$ cat src/rtl/autoconfig_master_pkg.sv
// autoconfig_master_pkg: shared register offsets, region limits, size decode and state types for the Zorro II AutoConfig initiator
package autoconfig_master_pkg;
  localparam logic [7:0] CFG_SPACE   = 8'hE8;
  localparam logic [7:0] REG_TYPE    = 8'h00;
  localparam logic [7:0] REG_SIZE    = 8'h01;
  localparam logic [7:0] REG_PROD    = 8'h02;
  localparam logic [7:0] REG_MFG     = 8'h08;
  localparam logic [7:0] REG_BASE_HI = 8'h24;
  localparam logic [7:0] REG_BASE_LO = 8'h25;
  localparam logic [7:0] REG_SHUTUP  = 8'h26;
  localparam logic [8:0] MEM_FIRST   = 9'h020;
  localparam logic [8:0] MEM_LIMIT   = 9'h0A0;
  localparam logic [8:0] IO_FIRST    = 9'h0E9;
  localparam logic [8:0] IO_LIMIT    = 9'h0F0;
  typedef enum logic [2:0] {
    S_IDLE, S_READ, S_DECIDE, S_WR_LO, S_WR_HI, S_SHUTUP, S_NEXT, S_FINISH
  } state_t;
  typedef enum logic [1:0] {B_IDLE, B_SETUP, B_STROBE, B_GAP} bus_state_t;
  function automatic logic [7:0] read_reg(input logic [2:0] idx);
    return idx == 3'd0 ? REG_TYPE :
           idx == 3'd1 ? REG_SIZE :
           idx[2]      ? REG_MFG + {6'd0, idx[1:0]} :
                         REG_PROD + {7'd0, idx[0]};
  endfunction
  function automatic logic [8:0] size_units(input logic [2:0] code);
    return code == 3'd0 ? 9'd128 : 9'd1 << (code - 3'd1);
  endfunction
endpackage

$ cat src/rtl/autoconfig_master_bus_cycle.sv
// z2_bus_cycle: one Zorro II strobe/ack/timeout transaction (start_i/reg_i/rw_i/wdata_i in, ADDR/AS_n/RW/DOUT pins out, DIN/DTACK in, done_o/timeout_o/rdata_o back)
module z2_bus_cycle
  import autoconfig_master_pkg::*;
#(
  parameter int TIMEOUT_CYCLES = 64
) (
  input  logic        clk,
  input  logic        rst,
  input  logic        start_i,
  input  logic [7:0]  reg_i,
  input  logic        rw_i,
  input  logic [3:0]  wdata_i,
  output logic [22:0] addr_o,
  output logic        as_n_o,
  output logic        rw_o,
  output logic [3:0]  dout_o,
  input  logic [3:0]  din_i,
  input  logic        dtack_i,
  output logic        done_o,
  output logic        timeout_o,
  output logic [3:0]  rdata_o
);
  localparam int CW = $clog2(TIMEOUT_CYCLES + 1);
  bus_state_t state_q, state_d;
  logic [CW-1:0] cnt_q, cnt_d;
  logic [22:0] addr_q, addr_d;
  logic as_n_q, as_n_d, rw_q, rw_d, done_q, done_d, timeout_q, timeout_d;
  logic [3:0] dout_q, dout_d, rdata_q, rdata_d;
  always_comb begin
    state_d   = state_q;
    cnt_d     = cnt_q;
    addr_d    = addr_q;
    as_n_d    = as_n_q;
    rw_d      = rw_q;
    dout_d    = dout_q;
    rdata_d   = rdata_q;
    done_d    = 1'b0;
    timeout_d = 1'b0;
    case (state_q)
      B_IDLE: if (start_i) begin
        addr_d  = {CFG_SPACE, 7'h0, reg_i};
        rw_d    = rw_i;
        dout_d  = wdata_i;
        state_d = B_SETUP;
      end
      B_SETUP: begin
        as_n_d  = 1'b0;
        cnt_d   = '0;
        state_d = B_STROBE;
      end
      B_STROBE: if (dtack_i) begin
        rdata_d = din_i;
        as_n_d  = 1'b1;
        cnt_d   = '0;
        state_d = B_GAP;
      end else if (cnt_q == CW'(TIMEOUT_CYCLES - 1)) begin
        as_n_d    = 1'b1;
        timeout_d = 1'b1;
        state_d   = B_IDLE;
      end else begin
        cnt_d = cnt_q + 1'b1;
      end
      B_GAP: begin
        cnt_d   = cnt_q + 1'b1;
        done_d  = cnt_q == CW'(1);
        state_d = cnt_q == CW'(1) ? B_IDLE : B_GAP;
      end
      default: state_d = B_IDLE;
    endcase
  end
  always_ff @(posedge clk) begin
    if (rst) begin
      state_q   <= B_IDLE;
      cnt_q     <= '0;
      addr_q    <= '0;
      as_n_q    <= 1'b1;
      rw_q      <= 1'b1;
      dout_q    <= '0;
      rdata_q   <= '0;
      done_q    <= 1'b0;
      timeout_q <= 1'b0;
    end else begin
      state_q   <= state_d;
      cnt_q     <= cnt_d;
      addr_q    <= addr_d;
      as_n_q    <= as_n_d;
      rw_q      <= rw_d;
      dout_q    <= dout_d;
      rdata_q   <= rdata_d;
      done_q    <= done_d;
      timeout_q <= timeout_d;
    end
  end
  assign addr_o    = addr_q;
  assign as_n_o    = as_n_q;
  assign rw_o      = rw_q;
  assign dout_o    = dout_q;
  assign done_o    = done_q;
  assign timeout_o = timeout_q;
  assign rdata_o   = rdata_q;
endmodule

$ cat src/rtl/autoconfig_master.sv
// autoconfig_master: Zorro II AutoConfig scan engine (START in; bus pins ADDR/AS_n/RW/DOUT/DIN/DTACK; BUSY/DONE/ERROR/BOARD_COUNT status; CFG_* per-board report)
module autoconfig_master
  import autoconfig_master_pkg::*;
#(
  parameter int TIMEOUT_CYCLES = 64,
  parameter int MAX_BOARDS     = 8
) (
  input  logic        CLK,
  input  logic        RESET,
  input  logic        START,
  output logic [22:0] ADDR,
  output logic        AS_n,
  output logic        RW,
  output logic [3:0]  DOUT,
  input  logic [3:0]  DIN,
  input  logic        DTACK,
  output logic        BUSY,
  output logic        DONE,
  output logic        ERROR,
  output logic [3:0]  BOARD_COUNT,
  output logic        CFG_VALID,
  output logic [15:0] CFG_MFG,
  output logic [7:0]  CFG_PROD,
  output logic [7:0]  CFG_BASE,
  output logic        CFG_IO,
  output logic        CFG_SHUTUP
);
  state_t state_q, state_d;
  logic [2:0] idx_q, idx_d, typ_q, typ_d, size_q, size_d;
  logic [23:0] id_q, id_d;
  logic [7:0] base_q, base_d, prod_q, prod_d, cbase_q, cbase_d;
  logic [15:0] mfg_q, mfg_d;
  logic [8:0] mem_ptr_q, mem_ptr_d, io_ptr_q, io_ptr_d;
  logic [3:0] count_q, count_d;
  logic shut_q, shut_d, pend_q, pend_d, busy_q, busy_d, done_q, done_d, error_q, error_d;
  logic valid_q, valid_d, cio_q, cio_d, cshut_q, cshut_d;
  logic bus_start, bus_rw, bus_done, bus_timeout;
  logic [7:0] bus_reg;
  logic [3:0] bus_wdata, bus_rdata;
  logic zorro, is_ram, fits;
  logic [8:0] sz, mask, new_base, new_end;
  assign zorro    = typ_q[2:1] == 2'b11;
  assign is_ram   = typ_q[0];
  assign sz       = size_units(size_q);
  assign mask     = sz - 9'd1;
  // RAM aligns relative to the region start, IO aligns on absolute address
  assign new_base = is_ram ? MEM_FIRST + ((mem_ptr_q - MEM_FIRST + mask) & ~mask) : (io_ptr_q + mask) & ~mask;
  assign new_end  = new_base + sz;
  assign fits     = zorro && new_end <= (is_ram ? MEM_LIMIT : IO_LIMIT);
  assign bus_start = !pend_q && (state_q == S_READ || state_q == S_WR_LO || state_q == S_WR_HI || state_q == S_SHUTUP);
  assign bus_rw    = state_q == S_READ;
  assign bus_reg   = state_q == S_WR_LO ? REG_BASE_LO : state_q == S_WR_HI ? REG_BASE_HI :
                     state_q == S_SHUTUP ? REG_SHUTUP : read_reg(idx_q);
  assign bus_wdata = state_q == S_WR_LO ? base_q[3:0] : state_q == S_WR_HI ? base_q[7:4] : 4'h0;
  z2_bus_cycle #(.TIMEOUT_CYCLES(TIMEOUT_CYCLES)) u_bus (
    .clk(CLK), .rst(RESET), .start_i(bus_start), .reg_i(bus_reg), .rw_i(bus_rw), .wdata_i(bus_wdata),
    .addr_o(ADDR), .as_n_o(AS_n), .rw_o(RW), .dout_o(DOUT), .din_i(DIN), .dtack_i(DTACK),
    .done_o(bus_done), .timeout_o(bus_timeout), .rdata_o(bus_rdata)
  );
  always_comb begin
    state_d   = state_q;
    idx_d     = idx_q;
    typ_d     = typ_q;
    size_d    = size_q;
    id_d      = id_q;
    base_d    = base_q;
    shut_d    = shut_q;
    mem_ptr_d = mem_ptr_q;
    io_ptr_d  = io_ptr_q;
    count_d   = count_q;
    busy_d    = busy_q;
    error_d   = error_q;
    done_d    = 1'b0;
    valid_d   = 1'b0;
    mfg_d     = mfg_q;
    prod_d    = prod_q;
    cbase_d   = cbase_q;
    cio_d     = cio_q;
    cshut_d   = cshut_q;
    pend_d    = bus_start ? 1'b1 : (bus_done || bus_timeout) ? 1'b0 : pend_q;
    case (state_q)
      S_IDLE: if (START) begin
        error_d   = 1'b0;
        count_d   = '0;
        mem_ptr_d = MEM_FIRST;
        io_ptr_d  = IO_FIRST;
        busy_d    = 1'b1;
        idx_d     = '0;
        state_d   = S_READ;
      end
      S_READ: if (bus_timeout) begin
        // a silent type read just means the chain is exhausted
        error_d = idx_q != 3'd0;
        state_d = S_FINISH;
      end else if (bus_done) begin
        typ_d   = idx_q == 3'd0 ? bus_rdata[3:1] : typ_q;
        size_d  = idx_q == 3'd1 ? bus_rdata[2:0] : size_q;
        // product then manufacturer nibbles arrive MSB first and are stored inverted
        id_d    = idx_q[2:1] != 2'b00 ? {id_q[19:0], ~bus_rdata} : id_q;
        idx_d   = idx_q + 3'd1;
        state_d = idx_q == 3'd7 ? S_DECIDE : S_READ;
      end
      S_DECIDE: begin
        shut_d    = !fits;
        base_d    = fits ? new_base[7:0] : 8'h00;
        mem_ptr_d = fits && is_ram ? new_end : mem_ptr_q;
        io_ptr_d  = fits && !is_ram ? new_end : io_ptr_q;
        state_d   = fits ? S_WR_LO : S_SHUTUP;
      end
      S_WR_LO, S_WR_HI, S_SHUTUP: if (bus_timeout) begin
        error_d = 1'b1;
        state_d = S_FINISH;
      end else if (bus_done) begin
        state_d = state_q == S_WR_LO ? S_WR_HI : S_NEXT;
      end
      S_NEXT: begin
        valid_d = 1'b1;
        mfg_d   = id_q[15:0];
        prod_d  = id_q[23:16];
        cbase_d = base_q;
        cio_d   = !is_ram;
        cshut_d = shut_q;
        count_d = count_q + 4'd1;
        state_d = count_d == 4'(MAX_BOARDS) ? S_FINISH : S_READ;
      end
      S_FINISH: begin
        done_d  = 1'b1;
        busy_d  = 1'b0;
        state_d = S_IDLE;
      end
      default: state_d = S_IDLE;
    endcase
  end
  always_ff @(posedge CLK) begin
    if (RESET) begin
      state_q   <= S_IDLE;
      idx_q     <= '0;
      typ_q     <= '0;
      size_q    <= '0;
      id_q      <= '0;
      base_q    <= '0;
      shut_q    <= 1'b0;
      mem_ptr_q <= MEM_FIRST;
      io_ptr_q  <= IO_FIRST;
      count_q   <= '0;
      busy_q    <= 1'b0;
      error_q   <= 1'b0;
      done_q    <= 1'b0;
      valid_q   <= 1'b0;
      mfg_q     <= '0;
      prod_q    <= '0;
      cbase_q   <= '0;
      cio_q     <= 1'b0;
      cshut_q   <= 1'b0;
      pend_q    <= 1'b0;
    end else begin
      state_q   <= state_d;
      idx_q     <= idx_d;
      typ_q     <= typ_d;
      size_q    <= size_d;
      id_q      <= id_d;
      base_q    <= base_d;
      shut_q    <= shut_d;
      mem_ptr_q <= mem_ptr_d;
      io_ptr_q  <= io_ptr_d;
      count_q   <= count_d;
      busy_q    <= busy_d;
      error_q   <= error_d;
      done_q    <= done_d;
      valid_q   <= valid_d;
      mfg_q     <= mfg_d;
      prod_q    <= prod_d;
      cbase_q   <= cbase_d;
      cio_q     <= cio_d;
      cshut_q   <= cshut_d;
      pend_q    <= pend_d;
    end
  end
  assign BUSY        = busy_q;
  assign DONE        = done_q;
  assign ERROR       = error_q;
  assign BOARD_COUNT = count_q;
  assign CFG_VALID   = valid_q;
  assign CFG_MFG     = mfg_q;
  assign CFG_PROD    = prod_q;
  assign CFG_BASE    = cbase_q;
  assign CFG_IO      = cio_q;
  assign CFG_SHUTUP  = cshut_q;
endmodule
$ cat config.mk
export PLATFORM = sky130hd
export DESIGN_NAME = autoconfig_master
export DESIGN_NICKNAME = d
export VERILOG_FILES = /design/src/rtl/autoconfig_master_pkg.sv /design/src/rtl/autoconfig_master_bus_cycle.sv /design/src/rtl/autoconfig_master.sv
export SDC_FILE = /design/constraint.sdc
export NUM_CORES = 1
export LEC_CHECK = 0
export CAP_MARGIN = 10
export CORE_ASPECT_RATIO = 0.5
export CORE_UTILIZATION = 40
export CTS_BUF_LIST = sky130_fd_sc_hd__clkbuf_4 sky130_fd_sc_hd__clkbuf_8
export CTS_CLUSTER_DIAMETER = 100
export DETAILED_ROUTE_END_ITERATION = 10
export PLACE_DENSITY = 0.72
export SLEW_MARGIN = 20
export SYNTH_ARGS = -nofsm -noshare
export SYNTH_HDL_FRONTEND = slang
export SYNTH_SLANG_ARGS = --single-unit
$ cat constraint.sdc
create_clock -name CLK -period 5.9 [get_ports CLK]
set_clock_uncertainty 0.15 [all_clocks]
set_input_delay 0.885 -clock CLK [delete_from_list [all_inputs] [get_ports CLK]]
set_output_delay 0.885 -clock CLK [all_outputs]
set_load 0.01 [all_outputs]
==> impl_metrics.toml, run 1 <==
[synthesis]
async_flop_share_pct = 0
netlist_top_cells_area = "dfxtp_1 (38%), nand2_1 (8.2%), ha_1 (8.2%)"
synthCells = 844
synth_area_um2 = 6880
synth_cell_types = 72
ys_seq_area_share_pct = 38.4
synth_top_area_cell = "dfxtp_1"
synth_commonest_cells = "nand2_1 (151), dfxtp_1 (132), a21oi_1 (100)"
yosysMostFrequentCell = "nand2_1"
synth.avg_cell_area_um2 = 8.15
synth_ff_type = "dfxtp_1"
synth_top_area_share_pct = 38.4
synth_edf_count = 0
synth-seq-cells = 132
ys_warn_count = 0

[pwr]
p_per_area_nw_per_um2 = 233
ir_worst_vdd_v = 0.000133
leakagePower_nw = 3.15

[global_route]
grt_pass1_wl_um = 26800
grt_pass1_vias = 5500
track_usage_pct = 19.0
grt_max_degree = 69
overflow = 0
antenna_found_initial = 0

[run]
cap_violations = 0

[cts]
cts_num_sinks = 132
cts_tree = "yes"
clockRootBuffer = "clkbuf_8"
clockBufferDepth = 2
cts_buffers = 17
clk_pin_slew_worst_paths_ns = 0.08
htree_levels = 4
clk_latency_ns = 0.45
postCtsHoldBufs = 0

[drt]
dr.pass1.iters = 5
drt_iter0_markers = 390
avgViaCountPerCell = 5.21
wl_um = 16700
drc = 0
vias = 6003
antenna_left = 0
avgRoutedWirePerCell_um = 14.5

[worst_setup_path]
critPathLaunchType = "register"
end_kind = "register"
cp.arrival_ns = 5.89
worstPathRequired_ns = 6.06
r2r_start = "size_q[1]$_SDFFE_PP0P_"
reg2regPathDepth = 24
r2r_slack_ns = 0.17
crit_type = "register to register"
rr_endpoint = "mem_ptr_q[7]$_SDFFE_PP0P_"
path_max_fanout = 5

[floorplanning]
io_pins = 79
dieArea_um2 = 17700
die_h_um = 94.7
initial_core_util_pct = 41.4
chipWidth_um = 187
rows = 33
fp.coreArea_um2 = 16600

[hold_path]
holdPathStages = 2
hold_path.class = "register to register"
holdPathEnd = "u_bus.rw_o$_SDFFE_PP1P_"
worstHoldStart = "u_bus.rw_o$_SDFFE_PP1P_"

[timing]
maxSlewViolCount = 0
fmax_ghz = 0.175
hold_viol_final = 0
worst_pin_slew_ns = 0.770
finalSetupViolCount = 0
post-route-period-util_pct = 97.1
slew_headroom_pct = 48.7
post-route-min-period_ns = 5.73

[final_layout]
areaGrowthSynthToFinish_pct = 21.4
layout.nets = 969
fin_util_pct = 50.3
n_antenna_cell = 0
final-instance-count-excl-fill = 1153
drive_gt1_share_pct = 11.6

[placed_design]
placedCellCount = 1116
portBuffers = 64
gp_congestion = 0.902
post-dp-hpwl_um = 12100

[status]
status = "completed"
-- layout by cell type, fill, tap and decap left out, types with 3 or more instances in the layout --
cell               n
o31ai_1            4
o32a_1             5
inv_6              5
ha_1              41
ha_4               4
fa_1               3
nand2b_1          18
nor2b_1            7
nor2_2             3
nand3_1           20
a22o_1             8
o21ai_0           21
clkinv_4           4
a211oi_1           5
inv_1             40
clkbuf_8          17
nor3_1            18
buf_6              3
conb_1            16
xor2_1            12
nor2_1            67
nor3b_1            8
o21ai_1            3
a221oi_1           4
a21boi_0           3
mux2i_1            3
o32ai_1            4
dfxtp_1          131
clkdlybuf4s50_1   63
o21a_1             4
buf_4             29
a21o_1            11
o22ai_1            4
nand2_1          151
a21oi_1           99
xnor2_1           13
and2_1             5
-- metal layers --
layer	track usage (%)	wire, µm	vias to the layer above
met5	0	0	-
met4	7.25	399	0
met3	4.16	816	27
met2	32.0	7740	152
met1	24.0	7710	2841
li1	-	-	2983
-- timing repair --
item,CTS,global route
setup endpoints to repair,18,29
setup buffers,3,2
pin swaps,2,9
gates resized for setup,3,29
gates cloned,0,0
-- registers in the layout, indices dropped and copies added (netlist names), 2 cells and up --
register / flops
io_ptr_q: 9
typ_q: 3
u_bus.cnt_q: 7
CFG_MFG: 16
BOARD_COUNT: 4
id_q: 24
CFG_PROD: 8
state_q: 3
base_q: 8
mem_ptr_q: 9
u_bus.addr_o: 5
u_bus.state_q: 2
u_bus.rdata_o: 4
size_q: 3
u_bus.dout_o: 4
CFG_BASE: 8
idx_q: 3
-- layout make-up --
cell class | instances | area [µm²]
tap | 227 | 284
multi-input combinational | 625 | 3990
sequential | 132 | 2640
timing repair buffer | 95 | 882
clock buffer | 18 | 241
inverter | 42 | 158
clock inverter | 14 | 144
fill | 1541 | 8250
-- logic make-up after synthesis --
| kind of cell | synth area share [%] |
|---|---|
| DFF | 38.4 |
| other | 0.109 |
| AOI/OAI and AO/OA | 19.1 |
| and+or+nand+nor | 21.2 |
| buffers and inverters | 6.64 |
| adders and majority gates | 9.06 |
| muxes | 1.24 |
| xor gates and xnor gates | 4.20 |
-- critical path: stages (launching register included) --
cell and delay (ns):
dfxtp_1 0.34, or3b_4 0.43, ha_4 0.30, inv_1 0.05
ha_1 0.32, ha_4 0.16, inv_1 0.05, fa_1 0.37
nand2b_1 0.19, a21oi_2 0.23, xnor2_2 0.13, o21ai_2 0.14
o31ai_2 0.10, ha_1 0.33, a21o_1 0.22, a31oi_4 0.20
xnor2_2 0.11, ha_1 0.28, inv_1 0.05, or4_4 0.53
a31o_4 0.26, and2_4 0.16, a211oi_4 0.25, buf_6 0.16
o31ai_1 0.06
-- power breakdown --
group	switching [mW]	internal (mW)
Sequential	0.0259	0.920
Combinational	0.145	0.105
Clock	0.398	0.351
-- worst max-delay path by stage --
| stage | startpoint | endpoint | slack, ns | cells past startpoint |
|---|---|---|---|---|
| 2_1_floorplan | size_q[0]$_SDFFE_PP0P_ | mem_ptr_q[0]$_SDFFE_PP0P_ | 0.02 | 25 |
| 3_3_place_gp | size_q[0]$_SDFFE_PP0P_ | mem_ptr_q[3]$_SDFFE_PP0P_ | 0.15 | 23 |
| 3_5_place_dp | size_q[0]$_SDFFE_PP0P_ | mem_ptr_q[3]$_SDFFE_PP0P_ | -0.10 | 23 |
| 4_1_cts | size_q[0]$_SDFFE_PP0P_ | io_ptr_q[2]$_SDFFE_PP0P_ | 0.002 | 24 |
| 5_1_grt | size_q[1]$_SDFFE_PP0P_ | mem_ptr_q[0]$_SDFFE_PP0P_ | -0.06 | 24 |
| 6_report | size_q[1]$_SDFFE_PP0P_ | mem_ptr_q[7]$_SDFFE_PP0P_ | 0.17 | 24 |
-- per-stage QoR --
| stage | hold slack (ns) | area, µm² | TNS, ns | setup slack [ns] | power [mW] |
|---|---|---|---|---|---|
| after floorplan | 0.282 | 6930 | 0 | 0.0176 | 1.14 |
| after global placement | 0.283 | 7750 | 0 | 0.149 | 1.20 |
| after detailed placement | 0.286 | 7750 | -1.10 | -0.103 | 1.21 |
| after CTS | 0.297 | 8180 | 0 | 0.00215 | 1.95 |
| after global routing | 0.322 | 8340 | -0.350 | -0.0622 | 2.03 |
| final | 0.295 | 8340 | 0 | 0.172 | 1.94 |
(Power assumes the default switching activity.)
==> run 2, diff against run 1 <==
- CTS_BUF_LIST: sky130_fd_sc_hd__clkbuf_4 sky130_fd_sc_hd__clkbuf_8 -> sky130_fd_sc_hd__clkbuf_4 sky130_fd_sc_hd__clkbuf_8 sky130_fd_sc_hd__clkbuf_16
==> run 2 against run 1 <==
Final cell count is the same. Highest routed layer unchanged. Largest cell class unchanged. Die area stayed put. Critical endpoint is now mem_ptr_q[2]$_SDFFE_PP0P_. Largest power group is now clock. Fmax about the same.
==> impl_metrics.toml, run 2 (same netlist as run 1, synthesis figures left out) <==
[placed_design]
gp_congestion = 0.902
placedCellCount = 1116
portBuffers = 64
post-dp-hpwl_um = 12100
place_ws_ns = -0.103

[cts]
cts_num_sinks = 132
htree_levels = 4
cts_tree = "yes"
clk_latency_ns = 0.43
clockBufferDepth = 2
clockRootBuffer = "clkbuf_16"
cts_buffers = 17
postCtsHoldBufs = 0
clk_pin_slew_worst_paths_ns = 0.06

[final_layout]
final_common_cell = "nand2_1"
final_cell_mix = "nand2_1 (151), dfxtp_1 (131), a21oi_1 (99)"
multi_input_area_um2 = 3980
n_antenna_cell = 0
regMostFlops = "id_q"
register_area_um2 = 2640
layout.nets = 969
drive_gt1_share_pct = 11.3
largest_register_ffs = 24
fin_util_pct = 51.3
final-instance-count-excl-fill = 1153
fillerInstances = 1512
areaGrowthSynthToFinish_pct = 24.0

[worst_setup_path]
cp_top_family = "adder cells"
crit_type = "register to register"
slowest_stage = "or4_4"
path_max_fanout = 4
critPathLaunchType = "register"
critPathMaxStageDelay_ns = 0.53
path_cells = "or3b_4, ha_4, inv_1, ha_1, ha_4, inv_1, fa_1, nand2b_1, a21oi_2, xnor2_2, o21ai_2, o31ai_2, ha_1, a21o_1, a31oi_4, xnor2_2, ha_1, inv_1, or4_4, a31o_4, and2_4, a211oi_4, buf_6, o32ai_1"
end_kind = "register"
cp.arrival_ns = 5.86
worstPathRequired_ns = 6.03
critPathBufInv = 4

[drt]
avgViaCountPerCell = 5.22
drt_iter0_markers = 380
wl_um = 17000
drc = 0
avgRoutedWirePerCell_um = 14.7
dr.pass1.iters = 5
antenna_left = 0
vias = 6013

[timing]
hold_viol_final = 0
fmax_ghz = 0.175
worst_slack_ns = 0.175
slew_headroom_pct = 49.9
post-route-min-period_ns = 5.72
finalSetupViolCount = 0
worst_pin_slew_ns = 0.752
post-route-period-util_pct = 97.0
maxSlewViolCount = 0

[global_route]
track_usage_pct = 19.4
grt_pass1_vias = 5573
overflow = 0
antenna_found_initial = 0
grt_pass1_wl_um = 27200
grt_max_degree = 69

[floorplanning]
fp.coreArea_um2 = 16600
rows = 33
chipWidth_um = 187
io_pins = 79
dieArea_um2 = 17700
initial_core_util_pct = 41.4
die_h_um = 94.7

[pwr]
leakagePower_nw = 3.23
p_per_area_nw_per_um2 = 262
ir_worst_vdd_v = 0.000191
power_mw = 2.24

[hold_path]
hold_path.class = "register to register"

[run]
cap_violations = 0

[status]
status = "completed"
## run 2: worst register-to-register path: cells and delay by family, from the launching register on
kind / cells / cell delay, ns
buffers and inverters: 4 / 0.30
AOI/OAI and AO/OA: 8 / 1.46
adders and majority gates: 6 / 1.78
DFF: 1 / 0.34
and+or+nand+nor: 4 / 1.31
xor gates and xnor gates: 2 / 0.24
## run 2: power breakdown
part | leakage, nW | switching [mW] | internal [mW]
registers | 1.07 | 0.0267 | 0.921
logic | 1.88 | 0.146 | 0.105
clock network | 0.284 | 0.439 | 0.598
total | 3.23 | 0.612 | 1.62
## run 2: worst paths after layout
| kind | startpoint | to | slack (ns) | cells after the start |
|---|---|---|---|---|
| hold / removal | u_bus.rw_o$_SDFFE_PP1P_ | u_bus.rw_o$_SDFFE_PP1P_ | 0.29 | 2 |
| setup reg to reg | size_q[1]$_SDFFE_PP0P_ | mem_ptr_q[2]$_SDFFE_PP0P_ | 0.18 | 24 |
| hold reg to reg | u_bus.rw_o$_SDFFE_PP1P_ | u_bus.rw_o$_SDFFE_PP1P_ | 0.29 | 2 |
| setup / recovery | size_q[1]$_SDFFE_PP0P_ | mem_ptr_q[2]$_SDFFE_PP0P_ | 0.18 | 24 |
## run 2: cell type report
type / instances / area share (%)
clock buffer: 18 / 5.08
tap: 227 / 3.33
clock inverter: 14 / 1.69
timing repair buffer: 95 / 10.3
sequential: 132 / 31.0
inverter: 42 / 1.85
multi-input combinational: 625 / 46.7
## run 2: per-layer routing
layer	GRT usage (%)	part of all wire [%]	up-vias
met5	0	0	-
met4	7.25	2.0	0
met1	24.4	47	2868
li1	-	-	2984
met2	32.4	47	137
met3	4.83	3.8	24
## run 2: what timing repair did
item / CTS / global route
pin swaps: 2 / 9
buffers inserted: 3 / 2
setup endpoints to repair: 18 / 29
resized for setup: 1 / 29
## run 2: per-stage QoR
step	hold slack (ns)	TNS, ns	cell area [µm²]
after floorplan	0.282	0	6930
after global placement	0.283	0	7750
after detailed placement	0.286	-1.10	7750
after CTS	0.294	-0.0216	8360
after global routing	0.320	-0.335	8520
final	0.292	0	8520
